File: src/rtl/alu_seq_pkg.sv
// Shared types and defaults for the ALU command sequencer.
// Opcode and FSM encodings used by the sequencer, its FIFO and benches.
package alu_seq_pkg;

    localparam int ALU_DATA_W = 4;
    localparam int ALU_OP_W   = 3;

    typedef enum logic [2:0] {
        ADD = 3'b000,
        SUB = 3'b001,
        AND = 3'b010,
        OR  = 3'b011,
        XOR = 3'b100,
        SHL = 3'b101,
        SHR = 3'b110,
        GT  = 3'b111
    } alu_op_e;

    typedef enum logic [1:0] {
        IDLE,
        DRIVE,
        HOLD
    } seq_state_e;

endpackage

File: src/rtl/alu_cmd_fifo.sv
// Synchronous command FIFO for the ALU sequencer.
// Push is ignored when full and pop when empty; pointers wrap mod DEPTH.
module alu_cmd_fifo
    import alu_seq_pkg::*;
#(
    parameter int W     = 2 * ALU_DATA_W + ALU_OP_W,
    parameter int DEPTH = 4
) (
    input  logic                       clk,
    input  logic                       rst_n,
    input  logic                       push,
    input  logic [W-1:0]               wr_data,
    input  logic                       pop,
    output logic [W-1:0]               rd_data,
    output logic                       full,
    output logic                       empty,
    output logic [$clog2(DEPTH+1)-1:0] count
);

    localparam int AW = $clog2(DEPTH);
    localparam int CW = $clog2(DEPTH + 1);

    logic [W-1:0]  mem_q [DEPTH];
    logic [W-1:0]  mem_d [DEPTH];
    logic [AW-1:0] wr_ptr_q, wr_ptr_d;
    logic [AW-1:0] rd_ptr_q, rd_ptr_d;
    logic [CW-1:0] count_q, count_d;
    logic          do_push, do_pop;

    assign full    = (count_q == CW'(DEPTH));
    assign empty   = (count_q == '0);
    assign count   = count_q;
    assign rd_data = mem_q[rd_ptr_q];

    always_comb begin
        mem_d    = mem_q;
        wr_ptr_d = wr_ptr_q;
        rd_ptr_d = rd_ptr_q;
        count_d  = count_q;
        do_push  = push && !full;
        do_pop   = pop && !empty;
        if (do_push) begin
            mem_d[wr_ptr_q] = wr_data;
            wr_ptr_d        = wr_ptr_q + AW'(1);
        end
        if (do_pop) begin
            rd_ptr_d = rd_ptr_q + AW'(1);
        end
        unique case ({do_push, do_pop})
            2'b10:   count_d = count_q + CW'(1);
            2'b01:   count_d = count_q - CW'(1);
            default: count_d = count_q;
        endcase
    end

    always_ff @(posedge clk or negedge rst_n) begin
        if (!rst_n) begin
            mem_q    <= '{default: '0};
            wr_ptr_q <= '0;
            rd_ptr_q <= '0;
            count_q  <= '0;
        end else begin
            mem_q    <= mem_d;
            wr_ptr_q <= wr_ptr_d;
            rd_ptr_q <= rd_ptr_d;
            count_q  <= count_d;
        end
    end

endmodule

File: src/rtl/alu_cmd_sequencer.sv
// Queues ALU commands, drives each onto the ALU for one cycle and
// returns captured result/zero in order on a valid/ready stream.
module alu_cmd_sequencer
    import alu_seq_pkg::*;
#(
    parameter int DATA_W = ALU_DATA_W,
    parameter int OP_W   = ALU_OP_W,
    parameter int DEPTH  = 4
) (
    input  logic                       clk,
    input  logic                       rst_n,
    input  logic                       cmd_valid,
    output logic                       cmd_ready,
    input  logic [DATA_W-1:0]          cmd_a,
    input  logic [DATA_W-1:0]          cmd_b,
    input  logic [OP_W-1:0]            cmd_op,
    output logic [DATA_W-1:0]          alu_a,
    output logic [DATA_W-1:0]          alu_b,
    output logic [OP_W-1:0]            alu_op,
    output logic                       alu_rst,
    input  logic [DATA_W-1:0]          alu_result,
    input  logic                       alu_zero,
    output logic                       rsp_valid,
    input  logic                       rsp_ready,
    output logic [DATA_W-1:0]          rsp_result,
    output logic                       rsp_zero,
    output logic [OP_W-1:0]            rsp_op,
    output logic [$clog2(DEPTH+1)-1:0] cmd_count
);

    localparam int FW = 2 * DATA_W + OP_W;

    seq_state_e        state_q, state_d;
    logic [DATA_W-1:0] drv_a_q, drv_a_d;
    logic [DATA_W-1:0] drv_b_q, drv_b_d;
    logic [OP_W-1:0]   drv_op_q, drv_op_d;
    logic              rsp_valid_q, rsp_valid_d;
    logic [DATA_W-1:0] rsp_result_q, rsp_result_d;
    logic              rsp_zero_q, rsp_zero_d;
    logic [OP_W-1:0]   rsp_op_q, rsp_op_d;

    logic              fifo_full, fifo_empty, pop;
    logic [FW-1:0]     head;
    logic [DATA_W-1:0] head_a, head_b;
    logic [OP_W-1:0]   head_op;

    // Ready depends only on the registered fill level.
    assign cmd_ready = !fifo_full;
    assign {head_a, head_b, head_op} = head;

    alu_cmd_fifo #(
        .W     (FW),
        .DEPTH (DEPTH)
    ) u_fifo (
        .clk     (clk),
        .rst_n   (rst_n),
        .push    (cmd_valid && cmd_ready),
        .wr_data ({cmd_a, cmd_b, cmd_op}),
        .pop     (pop),
        .rd_data (head),
        .full    (fifo_full),
        .empty   (fifo_empty),
        .count   (cmd_count)
    );

    always_comb begin
        state_d      = state_q;
        drv_a_d      = drv_a_q;
        drv_b_d      = drv_b_q;
        drv_op_d     = drv_op_q;
        rsp_valid_d  = rsp_valid_q;
        rsp_result_d = rsp_result_q;
        rsp_zero_d   = rsp_zero_q;
        rsp_op_d     = rsp_op_q;
        pop          = 1'b0;
        unique case (state_q)
            IDLE: begin
                if (!fifo_empty) begin
                    pop     = 1'b1;
                    state_d = DRIVE;
                end
            end
            DRIVE: begin
                rsp_valid_d  = 1'b1;
                rsp_result_d = alu_result;
                rsp_zero_d   = alu_zero;
                rsp_op_d     = drv_op_q;
                state_d      = HOLD;
            end
            HOLD: begin
                if (rsp_ready) begin
                    rsp_valid_d = 1'b0;
                    if (!fifo_empty) begin
                        pop     = 1'b1;
                        state_d = DRIVE;
                    end else begin
                        state_d = IDLE;
                    end
                end
            end
            default: state_d = IDLE;
        endcase
        if (pop) begin
            drv_a_d  = head_a;
            drv_b_d  = head_b;
            drv_op_d = head_op;
        end
    end

    always_ff @(posedge clk or negedge rst_n) begin
        if (!rst_n) begin
            state_q      <= IDLE;
            drv_a_q      <= '0;
            drv_b_q      <= '0;
            drv_op_q     <= '0;
            rsp_valid_q  <= 1'b0;
            rsp_result_q <= '0;
            rsp_zero_q   <= 1'b0;
            rsp_op_q     <= '0;
        end else begin
            state_q      <= state_d;
            drv_a_q      <= drv_a_d;
            drv_b_q      <= drv_b_d;
            drv_op_q     <= drv_op_d;
            rsp_valid_q  <= rsp_valid_d;
            rsp_result_q <= rsp_result_d;
            rsp_zero_q   <= rsp_zero_d;
            rsp_op_q     <= rsp_op_d;
        end
    end

    assign alu_a      = drv_a_q;
    assign alu_b      = drv_b_q;
    assign alu_op     = drv_op_q;
    assign alu_rst    = (state_q != DRIVE);
    assign rsp_valid  = rsp_valid_q;
    assign rsp_result = rsp_result_q;
    assign rsp_zero   = rsp_zero_q;
    assign rsp_op     = rsp_op_q;

endmodule

File: config.mk
export PLATFORM = sky130hd
export DESIGN_NAME = alu_cmd_sequencer
export DESIGN_NICKNAME = d
export VERILOG_FILES = /design/src/rtl/alu_seq_pkg.sv /design/src/rtl/alu_cmd_fifo.sv /design/src/rtl/alu_cmd_sequencer.sv
export SDC_FILE = /design/constraint.sdc
export NUM_CORES = 1
export LEC_CHECK = 0
export CORE_MARGIN = 4
export CORE_UTILIZATION = 45
export CTS_BUF_LIST = sky130_fd_sc_hd__clkbuf_4 sky130_fd_sc_hd__clkbuf_8
export DETAILED_ROUTE_END_ITERATION = 7
export DONT_BUFFER_PORTS = 1
export MAX_ROUTING_LAYER = met4
export PLACE_DENSITY = 0.65
export SLEW_MARGIN = 20
export SYNTH_ARGS = -nofsm -noshare
export SYNTH_HDL_FRONTEND = slang
export SYNTH_SLANG_ARGS = --single-unit
File: constraint.sdc
create_clock -name clk -period 2.75 [get_ports clk]
set_clock_uncertainty 0.05 [all_clocks]
set_input_delay 0.1375 -clock clk [delete_from_list [all_inputs] [get_ports clk]]
set_output_delay 0.1375 -clock clk [all_outputs]
set_load 0.01 [all_outputs]
==> results.cfg <==
[run_status]
outcome = finished, final reports clean

[timing]
finalHoldViolCount = 0
min_period_over_period_pct = 80.0
fmax_mhz = 454
rsz_0062_raised_after_global_routing = false
relative_slew_slack_pct = 57.9
period_minus_slack_ps = 2200
setup_viol = 0
fin_setup_tns_ps = 0
worst_pin_slew_ps = 631
final_number_of_max_transition_violations = 0

[layout]
mostFrequentLayoutCells = 73 x dfrtp_1, 40 x mux2_4, 26 x nand2_1
final-seq-area_um2 = 1830
drive_above_1_share_pct = 36.9
antenna-diode-count = 0
areaGrowthSynthToFinish_pct = 13.9
nFillCells = 627
layout.nets = 262
layout.cells.most_common = dfrtp_1
multi_input_comb_area_um2 = 1420

[logic_synthesis]
synth_seq_cells = 73
yosys.cell_types.count = 28
yosys.area_share.adder_pct = 2.43
post_synth_main_area_contributors = dfrtp_1 54%, mux2_4 18%, mux4_2 7.3%
synthDominantCellAreaShare_pct = 53.9
fraction_of_the_mapped_netlist_area_in_simple_logic_gates_pct = 6.86
postSynthNetCount = 237
synth.yosys.seq_area_share_pct = 53.9
syn_area_per_cell_um2 = 16.1
yosys.area.top_type = dfrtp_1
cell_area_synth_um2 = 3390
synth_compound_gate_area_share_pct = 0.443
synth_xor_area_share_pct = 1.55
synth_top_family_by_area = multiplexers
netlist_instances = 211
synth_warnings = 0
synth.area.mux_share_pct = 30.6

[power_and_ir_drop]
design_power_total_w = 0.00494
intPower_w = 0.00337
total_leakage_power_nw = 1.82
swShare_pct = 31.8
share_of_power_burned_in_combinational_logic_pct = 37.8
power_frac_seq_pct = 43.3
clkPwrFrac_pct = 18.8
power_density_nw_per_um2 = 1280
power.ir.vdd_worst_mv = 0.338
power_switching_w = 0.00157

[floorplanning]
floorplan.die.height_um = 94.8
io-pin-count = 45
horizontal_extent_of_the_die_um = 94.8
design.core.area_um2 = 7290
floorplan.die_area_um2 = 8990
num_rows = 31
floorplan.initialDensity_pct = 46.5

[cts]
cts-htree-levels = 3
cts.root.buffer_cell = clkbuf_8
clock_insertion_delay_worst_skew_ps = 340
max-clock-path-buffers = 2
numCtsBuffers = 9
clock_tree_from_tritoncts = built
quantity_of_gates_resized_following_cts = 0
clk_transition_reported_paths_ps = 70
clkSinkCount = 73

[route]
drt_pass1_iterations = 4
route.detailed.vias_per_inst = 4.97
drt-total-wl_mm = 5.98
antenna_violating_nets_remaining = 0
drt_iter0_drc = 59
detail_route.drc_violations = 0
routed-via-count = 1691
detail_route.wl_per_cell_um = 17.6

[placed_design]
gp_congestion = 0.685
port_buffers = 0
place.detailed.hpwl_mm = 3.76

[critical_path]
timing.critical_path.to_type = flop
worstPathMaxFanout = 5
critPathMostFrequentCell = xor2_1
start_kind = flop
path_depth_of_the_worst_reg2reg_path = 8
critical_path_class = reg -> reg
max_stage_delay_ps = 480
timing.critical_path.to = u_fifo.count[2]
critical_path_startpoint = u_fifo.count[0]
worst_path_max_delay_cell = dfrtp_1
r2r-start = u_fifo.count[0]
crit_required_ps = 2960
data_arrival_time_at_the_worst_slack_endpoint_ps = 2410
worst-r2r-setup-slack_ps = 550
regToRegEndpoint = u_fifo.count[2]
timing.critical_path.cells = or3b_1, nand2_1, ha_1, inv_1, fa_1, xor2_1, nor2_1, xor2_1

[grt]
grt_antenna_before_repair = 0
grt_pass1_vias = 1887
grt_max_degree = 74
grt_overflow = 0
grt_usage_pct = 15.5
grt_pass1_wl_mm = 10.0

[min_path]
min-delay-path-class = in -> reg

[job]
maxCapViolCount = 0
what timing repair did:
action                                 in CTS  in global routing
hold buffers                               20                  0
setup buffers                               0                  0
endpoints found under the hold margin     126                  0
layout make-up:
class / count / share of cell area [%]
Sequential cell: 73 / 47.3
Multi-Input combinational cell: 122 / 36.8
Timing Repair Buffer: 23 / 6.22
Clock buffer: 11 / 3.76
Tap cell: 99 / 3.21
Clock inverter: 5 / 2.04
Inverter: 7 / 0.680
power by group through the flow:
| stage | Combinational (W) | Clock (W) | Sequential (W) |
|---|---|---|---|
| 2_1_floorplan | 0.00172 | 0 | 0.00200 |
| 3_3_place_gp | 0.00179 | 0 | 0.00215 |
| 3_5_place_dp | 0.00183 | 0 | 0.00216 |
| 4_1_cts | 0.00190 | 0.000950 | 0.00215 |
| 5_1_grt | 0.00205 | 0.000999 | 0.00222 |
| 6_report | 0.00187 | 0.000931 | 0.00214 |
cell usage after synthesis:
library cell / n
a21oi_1: 2
buf_1: 1
buf_12: 4
buf_4: 1
buf_6: 2
clkbuf_1: 1
dfrtp_1: 73
fa_1: 1
ha_1: 5
inv_1: 6
inv_2: 1
mux2_1: 5
mux2_2: 11
mux2_4: 40
mux2i_1: 1
mux4_2: 11
nand2_1: 26
nand2b_1: 1
nand3_4: 4
nor2_1: 1
nor2b_1: 2
nor3_1: 1
nor3_2: 2
nor4b_1: 1
o21ai_0: 1
or3b_1: 1
xnor2_1: 2
xor2_1: 4
worst max-delay path, delay by kind of cell (launching register included):
family	cells	cell delay, ps
and+or+nand+nor	3	650
adders and majority gates	2	580
DFF	1	480
xor gates and xnor gates	2	300
buffers and inverters	1	60
stage by stage:
stage / worst slack, ps / hold WS (ps) / area (um^2) / utilization, % / instances
after floorplan: 553 / -208 / 3390 / - / 211
after global placement: 620 / -206 / 3420 / 46.9 / 304
after detailed placement: 563 / -206 / 3420 / 46.9 / 304
after CTS: 534 / 172 / 3860 / 53.0 / 340
after global routing: 365 / 185 / 3860 / 53.0 / 340
final: 549 / 166 / 3860 / 53.0 / 340
registers in the layout (all words and copies together), names as in the netlist, 3 cells and up:
register / count
alu_a: 4
rsp_op: 3
u_fifo.count: 3
alu_b: 4
alu_op: 3
rsp_result: 4
u_fifo.mem_q: 44
worst min path at each step:
| stage | startpoint | endpoint | cells past startpoint |
|---|---|---|---|
| floorplan | rst_n | alu_a[0] | 0 |
| global placement | rst_n | u_fifo.mem_q[19] | 0 |
| detailed placement | rst_n | alu_a[1] | 0 |
| CTS | cmd_valid | u_fifo.mem_q[21] | 2 |
| global route | cmd_valid | u_fifo.mem_q[21] | 2 |
| finish | cmd_valid | u_fifo.mem_q[21] | 2 |
kinds of logic (layout without fill, tap and decap cells):
logic type,count (synthesis),in the layout
AOI/OAI and AO/OA,3,3
muxes,68,68
adders and majority gates,6,6
and+or+nand+nor,39,39
buffers and inverters,16,46
xor gates and xnor gates,6,6
DFF,73,73
layer usage:
metal | track usage, % | part of all wire, % | up-vias
li1 | - | - | 789
met1 | 20.2 | 45 | 862
met2 | 23.1 | 49 | 29
met3 | 3.11 | 3.4 | 11
met4 | 7.57 | 2.2 | 0
met5 | - | 0 | -
No activity file was read; power rests on OpenSTA's default activity.
